**config.mk**
```make
export PLATFORM = sky130hd
export DESIGN_NAME = mem_arbiter
export DESIGN_NICKNAME = d
export VERILOG_FILES = /design/src/rtl/mem_arbiter.sv
export SDC_FILE = /design/constraint.sdc
export NUM_CORES = 1
export LEC_CHECK = 0
export ABC_AREA = 0
export CORE_ASPECT_RATIO = 1.1
export CORE_MARGIN = 4
export CORE_UTILIZATION = 35
export CTS_BUF_LIST = sky130_fd_sc_hd__clkbuf_2 sky130_fd_sc_hd__clkbuf_4 sky130_fd_sc_hd__clkbuf_8
export DETAILED_ROUTE_END_ITERATION = 16
export GPL_ROUTABILITY_DRIVEN = 0
export PLACE_DENSITY = 0.67
export SETUP_SLACK_MARGIN = 0.15
export SLEW_MARGIN = 10
export SYNTH_ARGS = -nofsm -noshare
export SYNTH_HDL_FRONTEND = slang
export SYNTH_SLANG_ARGS = --single-unit
```
**constraint.sdc**
```tcl
create_clock -name clk -period 1.6 [get_ports clk]
set_input_delay 0.4 -clock clk [delete_from_list [all_inputs] [get_ports clk]]
set_output_delay 0.4 -clock clk [all_outputs]
set_load 0.02 [all_outputs]
```
**src/rtl/mem_arbiter.sv**
```systemverilog
// Two-requester round-robin arbiter and sequencer for a single-port memory.
// One transaction in flight at a time: grant + start pulse, fixed-latency wait,
// then read-back capture and a done pulse to the winner. All outputs registered.
module mem_arbiter #(
    parameter int ADDR_W  = 8,
    parameter int DATA_W  = 8,
    parameter int MEM_LAT = 1
) (
    input  logic              clk,
    input  logic              rst_n,
    input  logic [1:0]        req,
    input  logic [1:0]        we,
    input  logic [ADDR_W-1:0] addr0,
    input  logic [ADDR_W-1:0] addr1,
    input  logic [DATA_W-1:0] wdata0,
    input  logic [DATA_W-1:0] wdata1,
    output logic [1:0]        gnt,
    output logic [1:0]        done,
    output logic [DATA_W-1:0] rdata,
    output logic              mem_start,
    output logic              mem_write,
    output logic [ADDR_W-1:0] mem_addr,
    output logic [DATA_W-1:0] mem_wdata,
    input  logic [DATA_W-1:0] mem_rdata
);

    localparam int CNT_W = 4;

    typedef enum logic [1:0] {S_IDLE, S_ISSUE, S_WAIT, S_DONE} state_t;

    state_t            state_q, state_d;
    logic [CNT_W-1:0]  cnt_q, cnt_d;
    logic              win_q, win_d;     // requester owning the current transaction
    logic              prio_q, prio_d;   // requester favoured when both request
    logic [1:0]        gnt_q, gnt_d;
    logic [1:0]        done_q, done_d;
    logic [DATA_W-1:0] rdata_q, rdata_d;
    logic              start_q, start_d;
    logic              write_q, write_d;
    logic [ADDR_W-1:0] addr_q, addr_d;
    logic [DATA_W-1:0] wdata_q, wdata_d;
    logic              pick;

    // Next-state and registered-output computation for the transaction sequencer
    always_comb begin
        state_d = state_q;
        cnt_d   = cnt_q;
        win_d   = win_q;
        prio_d  = prio_q;
        gnt_d   = 2'b00;
        done_d  = 2'b00;
        rdata_d = rdata_q;
        start_d = 1'b0;
        write_d = write_q;
        addr_d  = addr_q;
        wdata_d = wdata_q;
        // Lone requester wins outright; on a tie the pointer decides.
        pick    = (req == 2'b11) ? prio_q : req[1];
        case (state_q)
            S_IDLE: begin
                if (req != 2'b00) begin
                    win_d   = pick;
                    write_d = we[pick];
                    addr_d  = pick ? addr1 : addr0;
                    wdata_d = pick ? wdata1 : wdata0;
                    gnt_d   = pick ? 2'b10 : 2'b01;
                    start_d = 1'b1;
                    state_d = S_ISSUE;
                end
            end
            S_ISSUE: begin
                cnt_d   = CNT_W'(MEM_LAT - 1);
                state_d = S_WAIT;
            end
            S_WAIT: begin
                if (cnt_q == '0) begin
                    // Writes capture too: the memory returns the freshly written value.
                    rdata_d = mem_rdata;
                    done_d  = win_q ? 2'b10 : 2'b01;
                    state_d = S_DONE;
                end else begin
                    cnt_d = cnt_q - 1'b1;
                end
            end
            S_DONE: begin
                prio_d  = ~win_q;
                state_d = S_IDLE;
            end
            default: state_d = S_IDLE;
        endcase
    end

    // State and output registers with synchronous active-low reset
    always_ff @(posedge clk) begin
        if (!rst_n) begin
            state_q <= S_IDLE;
            cnt_q   <= '0;
            win_q   <= 1'b0;
            prio_q  <= 1'b0;
            gnt_q   <= 2'b00;
            done_q  <= 2'b00;
            rdata_q <= '0;
            start_q <= 1'b0;
            write_q <= 1'b0;
            addr_q  <= '0;
            wdata_q <= '0;
        end else begin
            state_q <= state_d;
            cnt_q   <= cnt_d;
            win_q   <= win_d;
            prio_q  <= prio_d;
            gnt_q   <= gnt_d;
            done_q  <= done_d;
            rdata_q <= rdata_d;
            start_q <= start_d;
            write_q <= write_d;
            addr_q  <= addr_d;
            wdata_q <= wdata_d;
        end
    end

    assign gnt       = gnt_q;
    assign done      = done_q;
    assign rdata     = rdata_q;
    assign mem_start = start_q;
    assign mem_write = write_q;
    assign mem_addr  = addr_q;
    assign mem_wdata = wdata_q;

endmodule
```
Yosys cells after proc, flatten, opt, wreduce, memory -nomap -nowiden:

Cells that the tools add are included.

* register bits: 38
* bits of input ports: 46

* $add $sub $neg: 1
* $lt $le $gt $ge: 1
* equality and inequality tests: 7
* mux-type cells: 13
* bitwise operators: 1
* reductions and logical operators: 11

Operators by type and width (count)
* two-way mux 8 bit: 2
* AND reduction 2 bit: 5
* two-way mux 2 bit: 4
* one-hot mux 2 bit (4 select lines): 1
* one-hot mux 4 bit (2 select lines): 1
* == test 2 bit, second input constant: 3
* inequality test 2 bit, second input constant: 3
* AND reduction 3 bit: 2
* zero test 4 bit: 1
* two-way mux 1 bit: 4
* two-way mux 4 bit: 1
* nonzero test 2 bit: 2
* subtractor 4 x 1 -> 4 bit, second input constant: 1
* == test 2 x 1 -> 1 bit, second input constant: 1
* zero test 2 bit: 1
* < comparator 1 x 2 -> 1 bit, second input constant: 1
* NOT 1 bit: 1

Depth between registers and ports, before layout:

* word-level depth: 4
* mapped depth: 7

Least setup slack after synthesis:

OpenSTA, ideal clock, no wires.

* kind: flip-flop to flip-flop
* from: register state_q[0]
* to: register rdata_q[0], in the netlist rdata[0]
* setup time: 0.116 ns
* arrival time: 1.305 ns
* data required time: 1.484 ns
* path slack: 0.179 ns
* cell stages (with the launch flop): 8
* path buffers: 2
* cells stage by stage: dfxtp_1 inv_1 ha_1 buf_4 and4bb_2 buf_6 mux2i_1 nor2b_1

* word-level cells in the longest chain between the ends: 2

Ends and longest elaborated chain
* start: declaration: line 31 `state_t state_q, state_d;`
* start signal: assignment: line 108 `state_q <= state_d;`
* == test 2 bit: line 59 `case (state_q)`
* AND reduction 2 bit (no source line)
* end signal: assignment: line 114 `rdata_q <= rdata_d;`
* end: declaration: line 37 `logic [DATA_W-1:0] rdata_q, rdata_d;`

No other way between the ends.
A chain may end at the register's enable or synchronous reset.

Worst setup path in the final report:

* from: register state_q[0]
* to: register rdata_q[2], in the netlist rdata[2]

Same word-level chain as after synthesis.

==> impl_summary.log <==
[metrics] Most used DFF post-synth: sky130_fd_sc_hd__dfxtp_1
[metrics] DRC violation count after routing: 0
[metrics] post-route clock period utilization: 0.881
[metrics] Clock H-tree levels: 2
[metrics] area of placed instances: 0.00261 mm^2
[metrics] HPWL reported at the end of detailed placement: 3.07 mm
[metrics] number of antenna violations at the first check in global routing: 0
[metrics] standard cell with the maximum stage delay on the critical path: sky130_fd_sc_hd__and4bb_4
[metrics] setup clock skew after layout: 0.00511 ns
[metrics] biggest area consumer among synthesized cells: sky130_fd_sc_hd__dfxtp_1
[metrics] cell count after placement: 315
[metrics] most common cell in the netlist: sky130_fd_sc_hd__dfxtp_1
[metrics] power per standard cell area: 1430 mW/mm^2
[metrics] clock-pin slew on the worst setup and hold paths: 0.08 ns
[metrics] parity-gate share of the synthesized area counting xor and xnor cells: 0
[metrics] area share of and/or/nand/nor cells after synthesis: 0.190
[metrics] flip-flop and latch count after synthesis: 38
[metrics] worst IR drop on VDD: 513 uV
[metrics] number of buffers added on ports: 75
[metrics] max-capacitance violation count: 0
[metrics] critical path data arrival time: 1.60 ns
[metrics] Fin. Hold Viols: 0
[metrics] number of global-route vias before repair: 1,510
[metrics] proportion of register bits with asynchronous set or reset after synthesis: 0
[metrics] critical path startpoint category: register
[metrics] LEAKAGE: 0.00115 uW
[metrics] share of cells above drive strength 1: 0.116
[metrics] total wirelength of the detailed-routed design: 4.47 mm
[metrics] global-route usage over all layers: 0.141
[metrics] longest individual stage delay on the worst path: 0.37 ns
[metrics] Max transition margin: 0.782
[metrics] final worst path period need: 1.41 ns
[metrics] worst setup margin: 0.190 ns
[metrics] number of rows created at floorplan: 26
[metrics] Commonest cells post-synth: 38 x sky130_fd_sc_hd__dfxtp_1, 34 x sky130_fd_sc_hd__o21ai_0, 19 x sky130_fd_sc_hd__nand3b_1
[metrics] type of the worst setup path: reg2reg
[metrics] final cell count without fillers: 324
[metrics] leftover overflow at the end of global routing: 0
[metrics] number of failing setup endpoints in the final timing report: 0
[metrics] CP cell instances: inv_1 -> ha_2 -> and4bb_4 -> mux2i_1 -> nor2b_1
[metrics] post-route cell area: 0.00278 mm^2
[metrics] Peak Freq: 0.709 GHz
[metrics] starting density of the core: 0.368
[metrics] signed area change from the synthesized netlist to the final layout: 59.1%
[metrics] dominant combinational cell family by area after synthesis: compound AO/OA/AOI/OAI gates
[metrics] maximum buffer depth of the clock tree: 2
[metrics] final net count: 319
[metrics] Yosys Warn Count: 0
[metrics] combined area of all synthesized cells: 0.00175 mm^2
[metrics] DR WL/cell: 13.8 um
[metrics] class of the most critical hold timing path: reg2reg
[metrics] post-synthesis instance total: 190
[metrics] buffer count from post-CTS setup fixing: 0
[metrics] drt initial violations: 54
[metrics] share of cell area taken by muxes after synthesis: 0.0573
[metrics] y dimension of the die: 82.1 um
[metrics] clock tree from TritonCTS: yes
[metrics] worst setup slack before clock tree synthesis: -0.0915 ns
[metrics] final max-slew violation count: 0
[metrics] Synthesized Nets: 242
[metrics] antenna-violating nets left: 0
[metrics] total via count after detailed routing: 1,624
[metrics] post-synthesis share of cell area spent on full adders, half adders and majority gates: 0.0429
[metrics] EDFF count, synth: 0
[metrics] Std-Cell Core Area: 0.00475 mm^2
[metrics] First-pass DRT Iterations: 6
[metrics] total CTS buffers: 5
[metrics] insertion delay of the later-clocked pin in the worst-skew pair: 0.29 ns
[metrics] critical path required time: 1.79 ns
[metrics] largest net degree at the start of global routing: 40
[metrics] CTS Hold Buffers Added: 0
[metrics] status: finished, final reports clean
[metrics] global-route wire length before repair: 6.75 mm
[metrics] distinct cell type count of the synthesized netlist: 31
[metrics] synthesized area per cell: 9.20 um^2
[metrics] Worst-Margin Slew: 0.326 ns
[metrics] most area-consuming cells after synthesis: sky130_fd_sc_hd__dfxtp_1 44%, sky130_fd_sc_hd__o21ai_0 9.7%, sky130_fd_sc_hd__nand3b_1 8.2%, sky130_fd_sc_hd__a31oi_1 6.1%, sky130_fd_sc_hd__mux2i_1 5.7%
[metrics] worst-path maximum fanout: 10
[metrics] number of ports placed on the die boundary: 76
[metrics] share of the yosys chip area belonging to registers: 0.435
[metrics] setup repair after global routing missed its margin: yes
[metrics] detailed-route vias per instance: 5.01
[metrics] total inserted antenna cells: 0
[metrics] type of destination of the critical path: register
[metrics] utilization after layout: 0.586
[metrics] clock root buffer master: sky130_fd_sc_hd__clkbuf_8
[metrics] TritonCTS sink count: 38
[metrics] area fraction in compound gates after synthesis: 0.214
[metrics] share of the synthesized area in the top cell type: 0.435
[metrics] area of the die: 0.00619 mm^2
[metrics] die extent in x: 75.4 um
[metrics] total power draw: 3980 uW
-- sequential cells by signal, summed over array words and instances (netlist names) --
| register | flops |
|---|---|
| mem_addr | 8 |
| mem_wdata | 8 |
| rdata | 8 |
| cnt_q | 4 |
| done | 2 |
| gnt | 2 |
| state_q | 2 |
| mem_start | 1 |
| mem_write | 1 |
| prio_q | 1 |
| win_q | 1 |
-- metrics by stage --
| step | TNS [ns] | hold WS [ns] |
|---|---|---|
| 4_1_cts | 0 | 0.466 |
| 3_5_place_dp | -1.21 | 0.449 |
| 5_1_grt | 0 | 0.480 |
| 3_3_place_gp | -0.534 | 0.447 |
| 6_report | 0 | 0.461 |
| 2_1_floorplan | 0 | 0.422 |
-- metal layers --
metal	GRT usage	routed length, um
met3	0.0630	400
met2	0.237	2120
met1	0.159	1900
met4	0.0402	43
met5	0	0
-- path summary, 6_finish.rpt --
path / start / to / slack (ns) / cells past startpoint
worst max register to register: state_q[0]$_SDFFE_PN0P_ / rdata[2]$_SDFFE_PN0P_ / 0.19 / 5
worst max-delay path: state_q[0]$_SDFFE_PN0P_ / rdata[2]$_SDFFE_PN0P_ / 0.19 / 5
worst min-delay path: win_q$_SDFFE_PN0P_ / done[0]$_SDFF_PN0_ / 0.46 / 1
worst min register to register: win_q$_SDFFE_PN0P_ / done[0]$_SDFF_PN0_ / 0.46 / 1
-- cells in the final DEF, fill, tap and decap left out, drive strengths merged --
master and instances:
buf 10, o21ai 34, nor2b 8, o211ai 2, clkdlybuf4s50 44, nor3 2, dlymetal6s2s 1, and2b 1
o31a 1, dfxtp 38, clkbuf 6, or3b 1, o211a 2, dlygate4sd2 30, nand3 4, or3 1
and3 1, clkinv 1, and4bb 1, nand4b 1, nor2 1, o21a 2, ha 6, inv 7
a21oi 1, mux2i 10, nand3b 19, nor3b 2, nand2 6, bufinv 2, a31oi 17, nand2b 2
a21boi 4
-- power breakdown --
part / switching (uW) / internal, uW / leakage, uW / total, uW
Combinational: 887 / 796 / 0.000773 / 1680
Clock: 350 / 625 / 0.0000683 / 974
Sequential: 121 / 1200 / 0.000312 / 1320
-- final cells by class --
type	instances	area (um^2)
Multi-Input combinational cell	129	916
Inverter	7	26.3
Fill cell	462	1970
Timing Repair Buffer	86	870
Clock inverter	3	68.8
Clock buffer	5	68.8
Tap cell	56	70.1
Sequential cell	38	762
-- worst max-delay path: cells and delay by family (launching register included) --
kind | cells | cell delay, ns
and+or+nand+nor | 2 | 0.43
DFF | 1 | 0.34
muxes | 1 | 0.23
adders and majority gates | 1 | 0.20
buffers and inverters | 1 | 0.10
-- cells by family after synthesis --
| kind of cell | count (synthesis) |
|---|---|
| adders and majority gates | 6 |
| buffers and inverters | 23 |
| muxes | 10 |
| DFF | 38 |
| AOI/OAI and AO/OA | 63 |
| and+or+nand+nor | 50 |
-- timing repair --
| action | in CTS | in global routing |
|---|---|---|
| pin swaps | 0 | 1 |
| endpoints found under the setup margin | 39 | 33 |
| gates cloned | 0 | 1 |
| hold endpoints to repair | 0 | 0 |
| resized for setup | 33 | 11 |
(Power assumes the default switching activity.)
